### src/rtl/wb_arbiter_pkg.sv
// Shared widths and the write-request record used by the writeback arbiter
// and its result FIFO.
package wb_arbiter_pkg;

  localparam int XLEN       = 32;
  localparam int REG_ADDR_W = 5;
  localparam int NUM_REGS   = 32;

  typedef struct packed {
    logic [REG_ADDR_W-1:0] rd;
    logic [XLEN-1:0]       data;
  } wb_req_t;

endpackage

### src/rtl/wb_result_fifo.sv
// Small synchronous FIFO for long-latency results. The head is read
// combinationally so the arbiter can write it in the cycle it is selected.
module wb_result_fifo #(
  parameter int  DEPTH   = 2,
  parameter type entry_t = wb_arbiter_pkg::wb_req_t
) (
  input  logic                     clk,
  input  logic                     rst_n,
  input  logic                     push_i,
  input  entry_t                   push_data_i,
  input  logic                     pop_i,
  output entry_t                   head_o,
  output logic [$clog2(DEPTH):0]   count_o,
  output logic                     full_o,
  output logic                     empty_o
);

  localparam int AW = $clog2(DEPTH);

  entry_t               mem_q [DEPTH];
  logic [AW-1:0]        wr_ptr_q;
  logic [AW-1:0]        rd_ptr_q;
  logic [AW:0]          count_q;
  logic                 do_push;
  logic                 do_pop;

  assign full_o  = (count_q == (AW+1)'(DEPTH));
  assign empty_o = (count_q == '0);
  assign count_o = count_q;
  assign do_push = push_i && !full_o;
  assign do_pop  = pop_i && !empty_o;
  assign head_o  = mem_q[rd_ptr_q];

  // Storage is left unreset; only the pointers define validity.
  always_ff @(posedge clk) begin
    if (do_push) begin
      mem_q[wr_ptr_q] <= push_data_i;
    end
  end

  always_ff @(posedge clk or negedge rst_n) begin
    if (!rst_n) begin
      wr_ptr_q <= '0;
      rd_ptr_q <= '0;
      count_q  <= '0;
    end else begin
      if (do_push) begin
        wr_ptr_q <= wr_ptr_q + 1'b1;
      end
      if (do_pop) begin
        rd_ptr_q <= rd_ptr_q + 1'b1;
      end
      unique case ({do_push, do_pop})
        2'b10:   count_q <= count_q + 1'b1;
        2'b01:   count_q <= count_q - 1'b1;
        default: count_q <= count_q;
      endcase
    end
  end

endmodule

### src/rtl/wb_arbiter.sv
// Register-file write-port arbiter: pipeline writebacks win, buffered
// long-latency results fill idle slots, with a pending-rd scoreboard and starvation stall.
module wb_arbiter #(
  parameter int XLEN         = wb_arbiter_pkg::XLEN,
  parameter int DEPTH        = 2,
  parameter int STARVE_LIMIT = 4
) (
  input  logic                                clk,
  input  logic                                rst_n,
  input  logic                                wb_valid,
  input  logic [wb_arbiter_pkg::REG_ADDR_W-1:0] wb_rd,
  input  logic [XLEN-1:0]                     wb_data,
  input  logic                                lu_issue,
  input  logic [wb_arbiter_pkg::REG_ADDR_W-1:0] lu_issue_rd,
  input  logic                                lu_valid,
  output logic                                lu_ready,
  input  logic [wb_arbiter_pkg::REG_ADDR_W-1:0] lu_rd,
  input  logic [XLEN-1:0]                     lu_data,
  output logic                                rf_we,
  output logic [wb_arbiter_pkg::REG_ADDR_W-1:0] rf_rd,
  output logic [XLEN-1:0]                     rf_wd,
  output logic [wb_arbiter_pkg::NUM_REGS-1:0] pending_mask,
  output logic                                stall_req
);

  import wb_arbiter_pkg::*;

  localparam int CW = $clog2(DEPTH) + 1;
  localparam int SW = $clog2(STARVE_LIMIT + 1);

  wb_req_t               push_req;
  wb_req_t               head;
  logic [CW-1:0]         fifo_count;
  logic                  fifo_full;
  logic                  fifo_empty;
  logic                  slot_busy;
  logic                  push;
  logic                  pop;

  logic [NUM_REGS-1:0]   pending_q, pending_d;
  logic [SW-1:0]         starve_q, starve_d;
  logic                  stall_q, stall_d;

  assign slot_busy     = wb_valid && (wb_rd != '0);
  assign lu_ready      = (fifo_count != CW'(DEPTH));
  // rd=0 results complete the handshake but are silently dropped.
  assign push          = lu_valid && !fifo_full && (lu_rd != '0);
  assign pop           = !slot_busy && !fifo_empty;
  assign push_req.rd   = lu_rd;
  assign push_req.data = lu_data;

  wb_result_fifo #(
    .DEPTH   (DEPTH),
    .entry_t (wb_req_t)
  ) u_fifo (
    .clk         (clk),
    .rst_n       (rst_n),
    .push_i      (push),
    .push_data_i (push_req),
    .pop_i       (pop),
    .head_o      (head),
    .count_o     (fifo_count),
    .full_o      (fifo_full),
    .empty_o     (fifo_empty)
  );

  always_comb begin
    rf_we = 1'b0;
    rf_rd = '0;
    rf_wd = '0;
    if (slot_busy) begin
      rf_we = rst_n;
      rf_rd = wb_rd;
      rf_wd = wb_data;
    end else if (!fifo_empty) begin
      rf_we = rst_n;
      rf_rd = head.rd;
      rf_wd = head.data;
    end
  end

  // A new issue to the same rd as the retiring head must keep the bit set.
  always_comb begin
    pending_d = pending_q;
    if (pop) begin
      pending_d[head.rd] = 1'b0;
    end
    if (lu_issue && (lu_issue_rd != '0)) begin
      pending_d[lu_issue_rd] = 1'b1;
    end
    pending_d[0] = 1'b0;
  end

  always_comb begin
    starve_d = starve_q;
    stall_d  = stall_q;
    if (fifo_empty || pop) begin
      starve_d = '0;
    end else if (starve_q != SW'(STARVE_LIMIT)) begin
      starve_d = starve_q + 1'b1;
    end
    if (pop) begin
      stall_d = 1'b0;
    end else if (!fifo_empty && (starve_q >= SW'(STARVE_LIMIT - 1))) begin
      stall_d = 1'b1;
    end
  end

  always_ff @(posedge clk or negedge rst_n) begin
    if (!rst_n) begin
      pending_q <= '0;
      starve_q  <= '0;
      stall_q   <= 1'b0;
    end else begin
      pending_q <= pending_d;
      starve_q  <= starve_d;
      stall_q   <= stall_d;
    end
  end

  assign pending_mask = pending_q;
  assign stall_req    = stall_q;

endmodule

### config.mk
export PLATFORM = sky130hd
export DESIGN_NAME = wb_arbiter
export DESIGN_NICKNAME = d
export VERILOG_FILES = /design/src/rtl/wb_arbiter_pkg.sv /design/src/rtl/wb_result_fifo.sv /design/src/rtl/wb_arbiter.sv
export SDC_FILE = /design/constraint.sdc
export NUM_CORES = 1
export LEC_CHECK = 0
export CAP_MARGIN = 30
export CORE_MARGIN = 2
export CORE_UTILIZATION = 60
export DETAILED_ROUTE_END_ITERATION = 10
export DONT_BUFFER_PORTS = 1
export PLACE_DENSITY_LB_ADDON = 0.3
export SLEW_MARGIN = 20
export SYNTH_ARGS = -nofsm -noshare
export SYNTH_HDL_FRONTEND = slang
export SYNTH_SLANG_ARGS = --single-unit
### constraint.sdc
create_clock -name clk -period 9.15 [get_ports clk]
set_clock_uncertainty 0.2 [all_clocks]
set_input_delay 0.915 -clock clk [delete_from_list [all_inputs] [get_ports clk]]
set_output_delay 0.915 -clock clk [all_outputs]
set_load 0.02 [all_outputs]
# Word-level counts from Yosys, hierarchy flattened
# Memory sizes are Yosys's and may differ from the RTL's.
# Cells that the tools add are included.
[op_classes]
addsub = 5
n_mul = 0
div_mod_pow = 0
magnitude_cmp = 5
n_eq_ne = 5
n_shift = 0
n_mux = 19
bitwise_logic = 3
n_reduce_logical = 21
[ops]
columns = ["cell", "n"]
rows = [
  ["two-way mux 32 bit", 4],
  ["bitwise AND 32 bit", 1],
  ["inverter 32 bit", 1],
  ["bitwise OR 32 bit", 1],
  ["nonzero test 5 bit", 3],
  ["< comparator 5 x 6 -> 1 bit, second input constant", 2],
  ["demux 1 bit (select 5 bit)", 2],
  ["greater-or-equal comparator 5 x 1 -> 1 bit, second input constant", 2],
  ["logical AND 1 bit", 10],
  ["two-way mux 5 bit", 2],
  ["two-way mux 1 bit", 8],
  ["two-way mux 3 bit", 2],
  ["nonzero test 2 bit", 3],
  ["equality test 2 bit, second input constant", 2],
  ["case mux 2 bit (2 select lines)", 1],
  ["adder 3 x 1 -> 3 bit, second input constant", 1],
  ["greater-or-equal comparator 3 x 2 -> 1 bit, second input constant", 1],
  ["zero test 1 bit", 3],
  ["inequality test 3 bit, second input constant", 1],
  ["adder 1 bit, second input constant", 2],
  ["adder 2 x 1 -> 2 bit, second input constant", 1],
  ["equality test 2 x 1 -> 1 bit, second input constant", 1],
  ["zero test 2 bit", 1],
  ["inequality test 2 bit, second input constant", 1],
  ["2 further kinds", 2],
]
[totals]
reg_bits = 39
latch_bits = 0
ramBits = 74
mem_bits_ro = 0
input_bits = 84
out_inout_bits = 72
memories = 1
[mem_list]
columns = ["memory", "depth", "width", "rd", "rd_clocked_by_memory_dff", "wr", "line_no", "source"]
rows = [
  ["u_fifo.mem_q", 2, 37, 1, 0, 1, "wb_result_fifo.sv:20", "entry_t mem_q [DEPTH];"],
]

# Depth between registers and ports, before layout
# An unclocked memory read counts as a cell.
[depth]
word_depth = 10
depth_mapped = 8
depth_no_buf = 8

# Cells and area by module
# From an unflattened synthesis, not the netlist that was laid out.
[unflattened]
hier_cells = 454
hier_area_um2 = 5840.6
[modules_own_cells]
columns = ["mod", "instances", "cells_each", "area_per_inst_um2", "seq_area_each_um2"]
rows = [
  ["wb_result_fifo", 1, 133, 2949.1, 2322.2],
  ["wb_arbiter", 1, 321, 2891.5, 875.8],
]

# Worst setup path before layout
# OpenSTA, ideal clock, no wires.
[synth_timing]
path_kind = "input to output"
from = "in wb_rd[1] (netlist name)"
to = "out rf_wd[10]"
arrival_ps = 2554
slack_ps = 5481
path_stages = 5
path_cell_list = "or4_4 -> o21a_4 -> buf_6 -> buf_2 -> o31ai_1"
[synth_between]
elab_chain_cells = 3
[synth_lines]
columns = ["element", "line_no", "source"]
rows = [
  ["start, declared", "wb_arbiter.sv:11", "input logic [wb_arbiter_pkg::REG_ADDR_W-1:0] wb_rd,"],
  ["nonzero test 5 bit", "wb_arbiter.sv:44", "assign slot_busy = wb_valid && (wb_rd != '0);"],
  ["logical AND 1 bit", "wb_arbiter.sv:44", ""],
  ["two-way mux 32 bit", "wb_arbiter.sv:71", "if (slot_busy) begin"],
  ["end, declared", "wb_arbiter.sv:21", "output logic [XLEN-1:0] rf_wd,"],
]
# Every way passes these cells.

# Final worst setup path
[layout_timing]
from = "in wb_rd[1] (netlist name)"
to = "out rf_rd[3] (netlist name)"
[layout_between]
elab_chain_cells = 3
[layout_lines]
columns = ["element", "line_no", "source"]
rows = [
  ["nonzero test 5 bit", "wb_arbiter.sv:44", ""],
  ["logical AND 1 bit", "wb_arbiter.sv:44", ""],
  ["two-way mux 5 bit", "wb_arbiter.sv:71", ""],
  ["end, declared", "wb_arbiter.sv:20", "output logic [wb_arbiter_pkg::REG_ADDR_W-1:0] rf_rd,"],
]
# Every way passes these cells.

==> run metrics <==
YS warnings=0; I/O Buffers=0; placed cell count=484; CP endpoint kind=output pin; CP Launch Point=wb_rd[1]; crit path to=rf_rd[3]; Clock Sinks=113; grt ovf=0; worst path arrival time=2.89 ns; Post-DRT Antenna Nets=0; IO Count=156; Syn Inst Count=397; Syn Nets=485; global placer's final weighted congestion=0.726; first-pass GRT wire length=16.1 mm; largest net degree at the start of global routing=88; NetSw=0.716 mW; Post-CTS Setup Inserts=0; clk root buf=clkbuf_8; library cells used by synthesis=42; placed instance area=0.00520 mm^2; Crit path largest cell delay=0.55 ns; max-slew violation count=0; Switching Fraction=0.359; fin cells=517; CTS clk-pin slew, worst paths=0.06 ns; r2r startpoint=u_fifo.rd_ptr_q$_DFFE_PN0P_; Reg power frac=0.414; CP max-delay cell=o21ai_0; fillcell total=551; kind of critical path=primary input to output pin; core footprint=0.00822 mm^2; number of global-route vias before repair=3,217; drt via density=6.37; CP Cell Sequence=or4_4 -> o21a_4 -> or2_2 -> o21ai_0; Std-Cell Rows=33; CTS tree=done; Die X-Extent=96.1 um; RR Endpoint=pending_mask[4]$_DFF_PN0_; share of cells above drive strength 1=0.119; routed via count=3,293; Post-DP HPWL=7.24 mm; DRT Pass-1 Iters=4; # setup viols final=0; RSZ-0062 raised after global routing=no; r2r setup slk=6.29 ns; clock power share=0.326; buffers and inverters on the worst path=0; Yosys reg bits=113; Layout area overhead=14.2%; hold buffer count at CTS=1; WL final=10.8 mm; Multi-input gate area=0.00172 mm^2; status=finished clean; FFs w/ async S/R, synth=0.345; Worst path top cell family by delay=compound AO/OA/AOI/OAI gates; Worst R2R Path Depth=5; max-cap viol count=0; Leak=2.30 nW; internal power=1.28 mW; Final Hold Viols=0; WP data required=8.04 ns; max_slew headroom=0.360; mean area per synthesized cell=12.8 um^2; CP Max Fanout=87; Final #Nets=487; final worst-path cycle share=0.438; antenna fix cells=0; fin crit period=4.00 ns; Initial Util=0.620; Resized cells post-CTS=0; Max VDD drop=0.167 mV; All-Layer GR Usage=0.238; Seq/Total Area, Yosys=0.628; routed len/inst=20.9 um; Storage cell area=0.00320 mm^2; Max Buffers Root-to-Sink=2; CTS Buf Count=17; Min-Delay Path Class=primary input to async pin; residual DRC count=0; Die Ht=96.1 um; die area=0.00924 mm^2; fmax=250 MHz; Setup TNS=0 ns; Post-synth EDFFs=74; initial antenna violation count=0; Netlist Area Pre-Place=0.00509 mm^2; Finished Cell Area=0.00582 mm^2; P per Cell Area=343 mW/mm^2; htree depth=4; 1st-iter DRT viols=142; Top FF cell, synth=edfxtp_1; Skew-Pair Late Insertion Delay=0.51 ns; cell depth of the worst setup path=4; Comb power frac=0.260; worst slew pin tran=0.959 ns; Worst Setup Start Kind=primary input
## worst register-to-register path, delay by kind of cell (launching register included)
family / cells / cell delay (ns)
flops: 1 / 0.66
mux: 1 / 0.48
compound gates: 3 / 0.89
buf+inv: 1 / 0.51
## layout make-up
class | count | area share
flip-flops and latches | 113 | 0.550
clock inverters | 15 | 0.0316
multi-input cells | 241 | 0.295
well taps | 105 | 0.0226
inverters | 21 | 0.0136
repair buffers | 5 | 0.0155
clock buffers | 17 | 0.0712
## Yosys cell counts (all sizes together) (3+ instances only)
cell / n / area, um^2
dfrtp: 39 / 976
o31ai: 35 / 263
nor3b: 3 / 22.5
mux2i: 37 / 370
and3b: 3 / 26.3
nand2b: 3 / 18.8
clkbuf: 9 / 33.8
o41ai: 15 / 131
xnor2: 5 / 43.8
edfxtp: 74 / 2220
ha: 4 / 50.1
nor2: 9 / 33.8
o21ai: 26 / 130
nand4b: 3 / 26.3
nand2: 58 / 218
inv: 21 / 78.8
o221ai: 16 / 146
buf: 13 / 85.1
## metrics by stage
| step | util | setup WS [ns] | total power, mW | hold slack [ns] |
|---|---|---|---|---|
| after global routing | 0.708 | 5.06 | 2.08 | 0.0487 |
| after detailed placement | 0.633 | 5.13 | 1.35 | 0.367 |
| after floorplan | - | 5.48 | 1.22 | 0.268 |
| after CTS | 0.708 | 5.12 | 2.01 | 0.0344 |
| after global placement | 0.626 | 5.16 | 1.31 | 0.334 |
| final | 0.708 | 5.15 | 2.00 | 0.0492 |
## cells by family after synthesis
logic type / after synthesis / synth area share
DFF: 113 / 0.628
AOI/OAI and AO/OA: 98 / 0.141
and+or+nand+nor: 93 / 0.0936
buffers and inverters: 43 / 0.0388
muxes: 39 / 0.0772
xor gates and xnor gates: 6 / 0.0103
adders and majority gates: 4 / 0.00983
other: 1 / 0.000737
## placed cells by master, fill, tap and decap left out, types with 2 or more instances in the layout
| cell | n |
|---|---|
| dfrtp_1 | 38 |
| or4bb_1 | 2 |
| clkbuf_16 | 16 |
| bufinv_16 | 3 |
| mux2_2 | 2 |
| nor4_4 | 2 |
| o21ai_0 | 25 |
| mux2i_1 | 37 |
| clkinvlp_4 | 3 |
| inv_6 | 3 |
| buf_4 | 2 |
| ha_1 | 4 |
| nor2_1 | 6 |
| nor3b_1 | 3 |
| nand3_1 | 2 |
| a21oi_1 | 2 |
| o221ai_1 | 15 |
| buf_16 | 2 |
| edfxtp_1 | 74 |
| nor2_4 | 3 |
| nand2_1 | 58 |
| xnor2_1 | 5 |
| nand2b_1 | 3 |
| clkinv_2 | 2 |
| o31ai_1 | 35 |
| o41ai_1 | 15 |
| nand4b_1 | 3 |
| and3b_1 | 3 |
| clkinv_4 | 4 |
| inv_1 | 21 |
## how the worst min path moves through the flow
stage	from	to	slack, ns	cells after the start
floorplan	u_fifo.wr_ptr_q$_DFFE_PN0P_	u_fifo.wr_ptr_q$_DFFE_PN0P_	0.27	1
global placement	u_fifo.wr_ptr_q$_DFFE_PN0P_	u_fifo.wr_ptr_q$_DFFE_PN0P_	0.33	1
detailed placement	u_fifo.wr_ptr_q$_DFFE_PN0P_	u_fifo.wr_ptr_q$_DFFE_PN0P_	0.37	1
CTS	rst_n	pending_mask[11]$_DFF_PN0_	0.03	1
global route	rst_n	u_fifo.count_o[0]$_DFFE_PN0P_	0.05	1
finish	rst_n	pending_mask[7]$_DFF_PN0_	0.05	1
## registers in the layout, indices dropped and copies added (netlist names)
| signal | count |
|---|---|
| u_fifo.mem_q | 74 |
| pending_mask | 31 |
| starve_q | 3 |
| u_fifo.count_o | 2 |
| stall_req | 1 |
| u_fifo.rd_ptr_q | 1 |
| u_fifo.wr_ptr_q | 1 |
## power groups by stage
| stage | clock [mW] | sequential (mW) | combinational [mW] |
|---|---|---|---|
| after global placement | 0 | 0.829 | 0.482 |
| after CTS | 0.659 | 0.825 | 0.525 |
| after floorplan | 0 | 0.794 | 0.424 |
| final | 0.651 | 0.825 | 0.519 |
| after detailed placement | 0 | 0.833 | 0.517 |
| after global routing | 0.682 | 0.839 | 0.564 |
## per-layer routing
layer  vias up  GRT usage  routed length, um
met5         -          0                  0
met4         0     0.0964                127
li1       1522          -                  -
met2       157      0.388               5500
met3        12     0.0799               1120
met1      1602      0.293               4040
(Power assumes the default switching activity.)
